`src/rtl/lcd_pkg.sv`:
```
// Shared LCD definitions for the HD44780 read/write controllers.
// The GAP state exists only when LCD_READ_POLL_EN is defined.
package lcd_pkg;

  localparam int LCD_SETUP_CYC    = 4;
  localparam int LCD_EN_HIGH_CYC  = 16;
  localparam int LCD_HOLD_CYC     = 4;
  localparam int LCD_POLL_GAP_CYC = 8;
  localparam int LCD_POLL_MAX     = 4096;

  localparam int   LCD_BF_BIT = 7;
  localparam logic RS_INSTR   = 1'b0;
  localparam logic RS_DATA    = 1'b1;

  typedef enum logic [2:0] {
    ST_IDLE   = 3'd0,
    ST_SETUP  = 3'd1,
    ST_ENABLE = 3'd2,
    ST_HOLD   = 3'd3,
    ST_DONE   = 3'd4
`ifdef LCD_READ_POLL_EN
    , ST_GAP  = 3'd5
`endif
  } lcd_rd_state_e;

  function automatic int lcd_max4(input int a, input int b, input int c, input int d);
    int m;
    m = a;
    if (b > m) m = b;
    if (c > m) m = c;
    if (d > m) m = d;
    return m;
  endfunction

  // Timers are loaded with N-1, so clog2(N) bits hold the largest phase.
  function automatic int lcd_cnt_width(input int max_val);
    return (max_val <= 2) ? 1 : $clog2(max_val);
  endfunction

endpackage

```
`src/rtl/lcd_phase_timer.sv`:
```
// Loadable down-counter shared by every phase of the LCD read sequencer.
// zero is high once the count has run out; load takes priority over counting.
module lcd_phase_timer #(
  parameter int WIDTH = 4
) (
  input  logic             clk,
  input  logic             rst,
  input  logic             load,
  input  logic [WIDTH-1:0] load_val,
  output logic             zero
);

  logic [WIDTH-1:0] cnt_q;
  logic [WIDTH-1:0] cnt_d;

  always_comb begin
    cnt_d = cnt_q;
    if (load) begin
      cnt_d = load_val;
    end else if (cnt_q != '0) begin
      cnt_d = cnt_q - WIDTH'(1);
    end
  end

  always_ff @(posedge clk or negedge rst) begin
    if (!rst) begin
      cnt_q <= '0;
    end else begin
      cnt_q <= cnt_d;
    end
  end

  assign zero = (cnt_q == '0);

endmodule

```
`src/rtl/lcd_reader.sv`:
```
// Single-cycle HD44780 read sequencer (busy flag/address or RAM data).
// Define LCD_READ_POLL_EN to add autonomous busy-flag polling via poll_start.
module lcd_reader
  import lcd_pkg::*;
#(
  parameter int SETUP_CYC    = LCD_SETUP_CYC,
  parameter int EN_HIGH_CYC  = LCD_EN_HIGH_CYC,
  parameter int HOLD_CYC     = LCD_HOLD_CYC,
  parameter int POLL_GAP_CYC = LCD_POLL_GAP_CYC,
  parameter int POLL_MAX     = LCD_POLL_MAX
) (
  input  logic       clk,
  input  logic       rst,
  input  logic       rd_start,
  input  logic       rd_rs,
  input  logic       poll_start,
  input  logic [7:0] lcd_data_in,
  output logic [7:0] rd_data,
  output logic       rd_done,
  output logic       rd_busy,
  output logic       poll_timeout,
  output logic       lcd_bus_rel,
  output logic       LCD_RW,
  output logic       LCD_EN,
  output logic       LCD_RS
);

  localparam int MAX_CYC = lcd_max4(SETUP_CYC, EN_HIGH_CYC, HOLD_CYC, POLL_GAP_CYC);
  localparam int TW      = lcd_cnt_width(MAX_CYC);

  localparam logic [TW-1:0] SETUP_LD = TW'(SETUP_CYC - 1);
  localparam logic [TW-1:0] EN_LD    = TW'(EN_HIGH_CYC - 1);
  localparam logic [TW-1:0] HOLD_LD  = TW'(HOLD_CYC - 1);

  if (SETUP_CYC < 1 || EN_HIGH_CYC < 1 || HOLD_CYC < 1 || POLL_GAP_CYC < 1 || POLL_MAX < 1)
  begin : g_bad_timing
    $error("lcd_reader: every timing parameter must be at least 1");
  end

  lcd_rd_state_e   state_q, state_d;
  logic            rs_q, rs_d;
  logic [7:0]      rd_data_q, rd_data_d;
  logic            rd_done_q, rd_done_d;
  logic            rd_busy_q, rd_busy_d;
  logic            lcd_rw_q, lcd_rw_d;
  logic            lcd_en_q, lcd_en_d;
  logic            lcd_rs_q, lcd_rs_d;
  logic            bus_rel_q, bus_rel_d;
  logic            tmr_load;
  logic [TW-1:0]   tmr_val;
  logic            tmr_zero;

`ifdef LCD_READ_POLL_EN
  localparam int             PW     = $clog2(POLL_MAX + 1);
  localparam logic [TW-1:0]  GAP_LD = TW'(POLL_GAP_CYC - 1);

  logic            polling_q, polling_d;
  logic [PW-1:0]   poll_cnt_q, poll_cnt_d;
  logic            timeout_q, timeout_d;
`else
  logic unused_poll_start;
  assign unused_poll_start = poll_start;
`endif

  lcd_phase_timer #(
    .WIDTH (TW)
  ) u_timer (
    .clk      (clk),
    .rst      (rst),
    .load     (tmr_load),
    .load_val (tmr_val),
    .zero     (tmr_zero)
  );

  // Next-state logic; the pin outputs are decoded from the next state so
  // they change on the same edge as the state register.
  always_comb begin
    state_d   = state_q;
    rs_d      = rs_q;
    rd_data_d = rd_data_q;
`ifdef LCD_READ_POLL_EN
    polling_d  = polling_q;
    poll_cnt_d = poll_cnt_q;
    timeout_d  = 1'b0;
`endif

    unique case (state_q)
      ST_IDLE: begin
`ifdef LCD_READ_POLL_EN
        if (poll_start) begin
          state_d    = ST_SETUP;
          rs_d       = RS_INSTR;
          polling_d  = 1'b1;
          poll_cnt_d = '0;
        end else if (rd_start) begin
          state_d   = ST_SETUP;
          rs_d      = rd_rs;
          polling_d = 1'b0;
        end
`else
        if (rd_start) begin
          state_d = ST_SETUP;
          rs_d    = rd_rs;
        end
`endif
      end
      ST_SETUP: begin
        if (tmr_zero) state_d = ST_ENABLE;
      end
      ST_ENABLE: begin
        if (tmr_zero) begin
          state_d   = ST_HOLD;
          rd_data_d = lcd_data_in;
`ifdef LCD_READ_POLL_EN
          if (polling_q) poll_cnt_d = poll_cnt_q + PW'(1);
`endif
        end
      end
      ST_HOLD: begin
        if (tmr_zero) begin
`ifdef LCD_READ_POLL_EN
          if (!polling_q || !rd_data_q[LCD_BF_BIT]) begin
            state_d = ST_DONE;
          end else if (poll_cnt_q == PW'(POLL_MAX)) begin
            state_d   = ST_DONE;
            timeout_d = 1'b1;
          end else begin
            state_d = ST_GAP;
          end
`else
          state_d = ST_DONE;
`endif
        end
      end
      ST_DONE: begin
        state_d = ST_IDLE;
      end
`ifdef LCD_READ_POLL_EN
      ST_GAP: begin
        if (tmr_zero) state_d = ST_SETUP;
      end
`endif
      default: begin
        state_d = ST_IDLE;
      end
    endcase

    rd_busy_d = (state_d != ST_IDLE);
    lcd_rw_d  = rd_busy_d;
    bus_rel_d = rd_busy_d;
    lcd_rs_d  = rd_busy_d & rs_d;
    lcd_en_d  = (state_d == ST_ENABLE);
    rd_done_d = (state_d == ST_DONE);
  end

  // Each phase is timed by reloading the shared counter on every state change.
  always_comb begin
    tmr_load = (state_d != state_q);
    tmr_val  = '0;
    case (state_d)
      ST_SETUP:  tmr_val = SETUP_LD;
      ST_ENABLE: tmr_val = EN_LD;
      ST_HOLD:   tmr_val = HOLD_LD;
`ifdef LCD_READ_POLL_EN
      ST_GAP:    tmr_val = GAP_LD;
`endif
      default:   tmr_val = '0;
    endcase
  end

  always_ff @(posedge clk or negedge rst) begin
    if (!rst) begin
      state_q    <= ST_IDLE;
      rs_q       <= RS_INSTR;
      rd_data_q  <= '0;
      rd_done_q  <= 1'b0;
      rd_busy_q  <= 1'b0;
      lcd_rw_q   <= 1'b0;
      lcd_en_q   <= 1'b0;
      lcd_rs_q   <= 1'b0;
      bus_rel_q  <= 1'b0;
`ifdef LCD_READ_POLL_EN
      polling_q  <= 1'b0;
      poll_cnt_q <= '0;
      timeout_q  <= 1'b0;
`endif
    end else begin
      state_q    <= state_d;
      rs_q       <= rs_d;
      rd_data_q  <= rd_data_d;
      rd_done_q  <= rd_done_d;
      rd_busy_q  <= rd_busy_d;
      lcd_rw_q   <= lcd_rw_d;
      lcd_en_q   <= lcd_en_d;
      lcd_rs_q   <= lcd_rs_d;
      bus_rel_q  <= bus_rel_d;
`ifdef LCD_READ_POLL_EN
      polling_q  <= polling_d;
      poll_cnt_q <= poll_cnt_d;
      timeout_q  <= timeout_d;
`endif
    end
  end

  assign rd_data     = rd_data_q;
  assign rd_done     = rd_done_q;
  assign rd_busy     = rd_busy_q;
  assign lcd_bus_rel = bus_rel_q;
  assign LCD_RW      = lcd_rw_q;
  assign LCD_EN      = lcd_en_q;
  assign LCD_RS      = lcd_rs_q;
`ifdef LCD_READ_POLL_EN
  assign poll_timeout = timeout_q;
`else
  assign poll_timeout = 1'b0;
`endif

endmodule

```
`config.mk`:
```
export PLATFORM = sky130hd
export DESIGN_NAME = lcd_reader
export DESIGN_NICKNAME = d
export VERILOG_FILES = /design/src/rtl/lcd_pkg.sv /design/src/rtl/lcd_phase_timer.sv /design/src/rtl/lcd_reader.sv
export SDC_FILE = /design/constraint.sdc
export NUM_CORES = 1
export LEC_CHECK = 0
export CAP_MARGIN = 15
export CORE_MARGIN = 2
export CORE_UTILIZATION = 46
export DETAILED_ROUTE_END_ITERATION = 12
export PLACE_DENSITY = 0.78
export REMOVE_ABC_BUFFERS = 1
export SYNTH_ARGS = -nofsm -noshare
export SYNTH_HDL_FRONTEND = slang
export SYNTH_SLANG_ARGS = --single-unit
```
`constraint.sdc`:
```
create_clock -name clk -period 3.3 [get_ports clk]
set_clock_uncertainty 0.2 [all_clocks]
set_input_delay 0.66 -clock clk [delete_from_list [all_inputs] [get_ports clk]]
set_output_delay 0.66 -clock clk [all_outputs]
set_load 0.005 [all_outputs]
```
Word level (Yosys, flattened, before mapping)
Index checks and enable logic that the tools add are counted. W data, S select, Z words.

Flip-flop bits (word level): 20. Input bits: 13. Logic and storage cells: 35.

Add/subtract/negate cells: 1. Eq/ne operators: 8. Multiplexer cells: 10. Bitwise gates (word level): 1. Reductions and logical operators: 7.

Operators with widths (count): $eq A3 B2 Y1 const B (4); $mux W3 (4); $pmux W3 S4 (1); $mux W4 (2); $pmux W4 S2 (1); $eq A3 B1 Y1 const B (2); $logic_not A4 Y1 (1); $reduce_bool A4 Y1 (1); $sub A4 B1 Y4 const B (1); $eq A3 B3 Y1 const B (1); $logic_not A3 Y1 (1); $ne A3 B3 Y1 (1); $reduce_bool A3 Y1 (1); $mux W1 (2); $reduce_and A2 Y1 (1); $reduce_bool A2 Y1 (1); $reduce_or A2 Y1 (1); $and A1 B1 Y1 (1).

Longest topological paths before layout
Depth in word-level cells: 7. Depth in mapped cells: 6. Mapped depth without buffers: 5.

Hierarchy
From an unflattened synthesis, not the netlist that was laid out.

Cells, all modules: 79. Area total of the unflattened synthesis: 983.4 um2.

By module, submodules not included: lcd_reader (times used 1, cells an instance 57, area each 749.5 um2, seq. area each 400.4 um2); lcd_phase_timer (times used 1, cells an instance 22, area each 234.0 um2, seq. area each 100.1 um2).

Worst setup path after synthesis
OpenSTA, ideal clock, no wires.

Path type: register -> register. Start: register u_timer.cnt_q[0]. End: register rd_data_q[0], in the netlist rd_data[0]. Library setup time: 125 ps. Arrival time: 1976 ps. Required time: 2975 ps. Slack: 998 ps. Stages on the path, launching flop included: 7. Buffers on the path: 1. Cell sequence: dfrtp_1 > inv_1 > ha_1 > or3b_4 > or4b_4 > buf_6 > mux2_4.

Longest elaborated chain between the ends: 2.

Ends and longest elaborated chain: from (decl) (RTL line lcd_phase_timer.sv:13) `logic [WIDTH-1:0] cnt_q;`; from (signal assigned) (RTL line lcd_phase_timer.sv:29) `cnt_q <= cnt_d;`; $logic_not A4 Y1 (RTL line lcd_phase_timer.sv:33) `assign zero = (cnt_q == '0);`; $reduce_and A2 Y1 (no line); to (signal assigned) (RTL line lcd_reader.sv:190) `rd_data_q <= rd_data_d;`; to (decl) (RTL line lcd_reader.sv:42) `logic [7:0] rd_data_q, rd_data_d;`.

No other way between the ends. A chain may end at the register's enable or synchronous reset.

Final worst setup path
Start: register u_timer.cnt_q[0]. End: register rd_data_q[4], in the netlist rd_data[4].

The elaborated chain is that of the path after synthesis.

==> qor.txt <==
status: finished clean
maximum vdd drop: 417.2 uV
sequential share of power: 0.428
launching point of the worst reg2reg path: u_timer.cnt_q[0]$_DFFE_PN0P_
TritonCTS clock tree: done
setup TNS: 0 ns
Arrival @ worst endpoint: 2.41 ns
Max FO, Critical Path: 8
count of cells resized by post-cts repair: 0
Post-synth EDFFs: 0
area leader, netlist: dfrtp_1
Pwr Density: 871.7 mW/mm^2
Die Wd: 49.94 microns
pin count of the biggest net entering global routing: 21
H-tree depth: 1
mapped cell area: 970.9 sq um
post-route cell area: 0.001246 sq mm
vias: 676
crit path from: u_timer.cnt_q[0]$_DFFE_PN0P_
Yosys top cell area share: 0.5155
crit path cell chain: inv_1, ha_1, or3b_4, or4b_4, mux2_4
Synth Flop Type: dfrtp_1
slowest CP cell: or4b_4
CP Capture Type: flip-flop
GRT Overall Usage: 0.1567
clock-pin slew of the registers on the worst-case setup and hold paths: 0.11 ns
DRC viols: 0
CTS Buffer Depth: 2
unrepaired setup endpoints after global routing: false
worst setup path class: reg2reg
Post-DRT Antenna Nets: 0
clock power share: 0.128
Rows: 16
antenna fix cells: 0
Syn Inst Count: 79
Comb pwr share: 0.445
Switch Pwr: 0.3319 mW
Slew headroom: 0.4336
# IOs: 28
Synth warnings: 0
CTS Buf Count: 3
max-slew violations: 0
sequential area share after synthesis: 0.5155
drt first-iter violations: 6
post-CTS setup buffer count: 0
initial core utilization: 0.4899
Synth area leaders: dfrtp_1 (52%), mux2_4 (12%), buf_4 (2.3%)
DR pass1 iterations: 2
RD Place Congestion: 0.8196
die height: 49.94 microns
Avg WL per Cell: 13.30 microns
initial antenna violation count: 0
Yosys cell types: 31
final core utilization: 0.6288
average size of a mapped cell: 12.29 sq um
final net count: 116
first-pass GRT wire length: 2.973 mm
Detail Placement HPWL: 1.205 mm
vias in the first global route: 652
worst min-delay path category: reg2reg
Clk Latency, worst-skew pair: 0.29 ns
Fmax achieved: 412.6 MHz
Max Cap Viol: 0
Leakage: 0.5469 nW
placed cell areas: 0.001210 sq mm
clk root buf: clkbuf_4
Final Cycle Share: 0.7345
die footprint: 0.002494 sq mm
Internal Power: 0.7544 mW
Final Hold Fails: 0
layout cells sized above 1: 0.1980
crit-path max cell delay: 0.61 ns
top cell types by occurrence after synthesis: dfrtp_1 (20), mux2_4 (8), nor2_1 (5)
CP startpoint kind: flip-flop
Core ar.: 0.001982 sq mm
Fill cells: 161
hold_buf cts: 0
Congestion Overflow GR: 0
CTS Sinks: 20
Yosys reg bits: 20
CP required: 3.29 ns
final worst path period need: 2.424 ns
Hold Crit Start: rs_q$_DFF_PN0_
ys async rst share: 1.000
drt via density: 5.281
count leader, synth: dfrtp_1
Area growth, synth to finish: 28.35%
DRT Wirelength: 1.703 mm
# setup viols final: 0
worst-margin pin slew: 0.8470 ns
Switching Share: 0.3055
IO Port Bufs: 25
-- layout by cell type (no fill, tap or decap) --
master,netlist,routed
a211oi_1,1,1
a21oi_1,2,2
a221o_1,1,1
a31oi_1,2,2
and2_1,1,1
and3b_1,2,2
and4bb_2,1,1
clkbuf_4,0,3
clkbuf_8,0,1
clkdlybuf4s50_1,0,25
conb_1,1,1
dfrtp_1,20,20
ha_1,1,1
inv_1,3,3
mux2_2,1,1
mux2_4,8,8
nand2_1,2,2
nand3b_1,1,1
nor2_1,5,5
nor2b_1,3,3
nor3_1,3,3
nor3b_1,1,1
nor4_1,1,1
nor4b_1,2,2
o21ba_2,1,1
o21bai_1,2,2
or3_2,2,2
or3b_2,1,1
or3b_4,1,1
or4b_4,1,1
xnor2_1,2,2
-- registers in the layout, summed over array words and instances (netlist names) --
name,count
rd_data,8
rd_done,1
state_q,3
rs_q,1
lcd_bus_rel,1
LCD_RS,1
u_timer.cnt_q,4
LCD_EN,1
-- metal layers --
| metal | part of all wire | vias to the layer above | track usage | wire length, microns |
|---|---|---|---|---|
| met5 | 0 | - | 0 | 0 |
| met4 | 0.0053 | 0 | 0.05556 | 9 |
| met3 | 0.065 | 2 | 0.03636 | 111 |
| met2 | 0.47 | 24 | 0.2556 | 808 |
| met1 | 0.45 | 330 | 0.2036 | 774 |
| li1 | - | 320 | - | - |
-- per-stage QoR --
| stage | hold WS, ns | setup slack [ns] | power, mW | instances |
|---|---|---|---|---|
| floorplan | 0.1644 | 1.027 | 0.7289 | 72 |
| global placement | 0.2791 | 0.9347 | 0.9385 | 124 |
| detailed placement | 0.2867 | 0.9033 | 0.9539 | 124 |
| CTS | 0.3128 | 0.8800 | 1.097 | 128 |
| global route | 0.3287 | 0.7816 | 1.174 | 128 |
| finish | 0.3068 | 0.8762 | 1.086 | 128 |
-- cell families (layout without fill, tap and decap cells) --
logic type	after synthesis	after routing	share of synthesized area
buffers and inverters	10	32	0.05799
AO/OA/AOI/OAI	9	9	0.06701
multiplexers	9	9	0.1353
flip-flops	20	20	0.5155
adder cells (fa/ha/maj)	1	1	0.01288
AND/OR/NAND/NOR	27	27	0.1894
other	1	1	0.003862
XOR/XNOR	2	2	0.01804
-- critical path: cells and delay by family, from the launching register on --
family                   cells  cell delay [ns]
adder cells (fa/ha/maj)      1             0.23
buffers and inverters        1             0.09
flip-flops                   1             0.42
multiplexers                 1             0.34
AND/OR/NAND/NOR              2             1.04
-- area by class of cell --
cell class	instances	area, sq um	area share
Clock buffer	4	36.28	0.02912
Inverter	3	11.26	0.009036
Multi-Input combinational cell	49	414.1	0.3323
Sequential cell	20	500.5	0.4016
Tap cell	27	33.78	0.02711
Timing Repair Buffer	25	250.2	0.2008
-- power groups by stage --
| stage | sequential [mW] | combinational, mW | clock, mW |
|---|---|---|---|
| after floorplan | 0.457 | 0.272 | 0 |
| after global placement | 0.460 | 0.479 | 0 |
| after detailed placement | 0.468 | 0.486 | 0 |
| after CTS | 0.463 | 0.490 | 0.144 |
| after global routing | 0.485 | 0.532 | 0.157 |
| final | 0.465 | 0.483 | 0.139 |
-- final timing paths --
check / end / slack [ns] / depth (start not counted)
max: rd_data[4]$_DFFE_PN0P_ / 0.88 / 5
min: rs_q$_DFF_PN0_ / 0.31 / 1
max reg2reg: rd_data[4]$_DFFE_PN0P_ / 0.88 / 5
min reg2reg: rs_q$_DFF_PN0_ / 0.31 / 1
max in group asynchronous: u_timer.cnt_q[0]$_DFFE_PN0P_ / 1.74 / 1
min in group asynchronous: rd_data[2]$_DFFE_PN0P_ / 0.64 / 1
Power figures use the tool's default switching activity.
==> RTL change, RTL diff (same settings) <==
The 5 states of `lcd_rd_state_e` get a one-hot encoding in 5 bits.
--- a/src/rtl/lcd_pkg.sv
+++ b/src/rtl/lcd_pkg.sv
@@ -14,8 +14,8 @@
 
-  typedef enum logic [2:0] {
-    ST_IDLE   = 3'd0,
-    ST_SETUP  = 3'd1,
-    ST_ENABLE = 3'd2,
-    ST_HOLD   = 3'd3,
-    ST_DONE   = 3'd4
+  typedef enum logic [4:0] {
+    ST_IDLE   = 5'b00001,
+    ST_SETUP  = 5'b00010,
+    ST_ENABLE = 5'b00100,
+    ST_HOLD   = 5'b01000,
+    ST_DONE   = 5'b10000
 `ifdef LCD_READ_POLL_EN
Function: no difference found for any inputs over 10 cycles, from zero or initial values and one cycle with rst low; not proved beyond that.
==> RTL change against the unedited design <==
  * Total power up 12%
  * Combinational power grew 13%
  * Critical path type is now in -> reg
  * Register-to-register slack gained 0.31 ns
  * Die area increased by 15%
  * Count of clock-buffer cells in the layout decreased by 1
  * Synthesized area grew 16%
  * Core utilization is 0.38 points higher
  * Cell area rose by 14%
  * Largest power group unchanged
  * Routed wire length grew 28%
  * Global-route usage up 2.2 points
  * First-iteration DRC count grew to 2.5 times the old value
  * Highest routed layer unchanged
  * Sequential cell count grew 2
  * Worst setup slack gained 0.25 ns
==> RTL change: results (changes against the unedited design) <==
reg2reg_setup_slack_ns: 1.19  # was 0.88 ns
firstDrtPassIters: 4  # was 2
run_status: "finished, final reports clean"  # unchanged
wirelength_um: 2179  # was 1703 um
place_area_sq_mm: 0.001374  # was 0.001210 sq mm
dpl.hpwl_um: 1586  # was 1205 um
ir_drop_uv: 459.4  # was 417.2 uV
grtUsageTotal_pct: 17.89  # was 15.67%
grt_pass1_wl_um: 3650  # was 2973 um
synth_compound_area_share_pct: 12.99  # was 6.701%
vias: 838  # was 676
synth_warnings: 0  # unchanged
layout.nets: 139  # was 116
clkTransAtPathRegs_ns: 0.12
place_inst: 148  # was 124
cp_max_fo: 3  # was 8
synthTopCellsByCount: "dfrtp_1 (21), mux2_2 (9), nor2_1 (6)"  # was dfrtp_1 (20), mux2_4 (8), nor2_1 (5)
synthTopCellsByArea: "dfrtp_1 (47%), mux2_2 (9.0%), a2111oi_4 (2.4%)"  # was dfrtp_1 (52%), mux2_4 (12%), buf_4 (2.3%)
yosysSeqAreaShare_pct: 48.95  # was 51.55%
final_layout_size_suffix_gt1_share_pct: 16.94  # was 19.80%
clock_latency_ns: 0.32  # was 0.29 ns
synthXorXnorAreaFrac_pct: 0.7769  # was 1.804%
synth.avg_cell_area_sq_um: 11.05  # was 12.29 sq um
leakagePower_nw: 0.6188  # was 0.5469 nW
rr_endpoint: "rd_data[1]$_DFFE_PN0P_"  # was rd_data[4]$_DFFE_PN0P_
dp_worst_setup_slack_ns: 0.8292  # was 0.9033 ns
drt-initial-drc-count: 15  # was 6
synthAdderAreaFrac_pct: 1.110  # was 1.289%
reg2regPathDepth: 6  # was 5
grt_pass1_vias: 805  # was 652
gp_congestion: 0.7935  # was 0.8196
via_per_inst: 5.513  # was 5.281
grt_max_degree: 23  # was 21
ys_async_sr_fraction_pct: 100.0  # unchanged
critPathArrivalTime_ns: 2.17  # was 2.41 ns
==> RTL change: final cells by class <==
cell class / count / area, sq um
timing repair buffer: 27 / 265.3
fill: 189 / 828.3
inverter: 5 / 18.77
tap: 28 / 35.03
sequential: 22 / 551.8
clock buffer: 3 / 22.52
clock inverter: 1 / 30.03
multi-input combinational: 66 / 503.0
==> RTL change: metrics by stage <==
stage | total power [mW] | hold WS (ns)
4_1_cts | 1.228 | 0.3189
6_report | 1.215 | 0.3103
2_1_floorplan | 0.7660 | 0.1644
3_3_place_gp | 0.9940 | 0.2755
5_1_grt | 1.304 | 0.3291
3_5_place_dp | 1.014 | 0.2901
==> RTL change: worst max path at each step <==
stage	end	start	depth (start not counted)	slack [ns]
finish	LCD_RS$_DFF_PN0_	rd_start	5	1.13
global route	rd_data[1]$_DFFE_PN0P_	state_q[1]$_DFF_PN0_	3	0.98
CTS	LCD_RS$_DFF_PN0_	rd_start	5	1.11
detailed placement	LCD_RS$_DFF_PN0_	rd_start	5	0.83
global placement	LCD_RS$_DFF_PN0_	rd_start	5	0.88
floorplan	rd_data[0]$_DFFE_PN0P_	u_timer.cnt_q[0]$_DFFE_PN0P_	5	1.0
==> RTL change: power breakdown <==
| group | total (mW) | internal [mW] | switching [mW] |
|---|---|---|---|
| sequential | 0.459 | 0.375 | 0.0830 |
| combinational | 0.546 | 0.312 | 0.235 |
| clock | 0.210 | 0.123 | 0.0871 |
| total | 1.21 | 0.810 | 0.405 |
==> RTL change: logic make-up (layout without fill, tap and decap cells) <==
family / count (synthesis) / count (layout)
XOR/XNOR: 1 / 1
flip-flops: 22 / 22
other: 1 / 1
AO/OA/AOI/OAI: 18 / 18
adder cells (fa/ha/maj): 1 / 1
AND/OR/NAND/NOR: 34 / 34
multiplexers: 11 / 11
buffers and inverters: 14 / 36
==> RTL change: critical path: stages <==
cell             delay (ns)
clkdlybuf4s50_1        0.46
nand4bb_1              0.17
nor3_1                 0.36
mux2_2                 0.39
nor2b_1                0.13
==> RTL change: layer usage <==
metal	GRT usage [%]	part of all wire, %	routed length, um
met2	30.04	54	1185
met5	0	0	0
met3	3.390	2.9	63
met1	22.16	41	901
met4	8.120	1.3	28
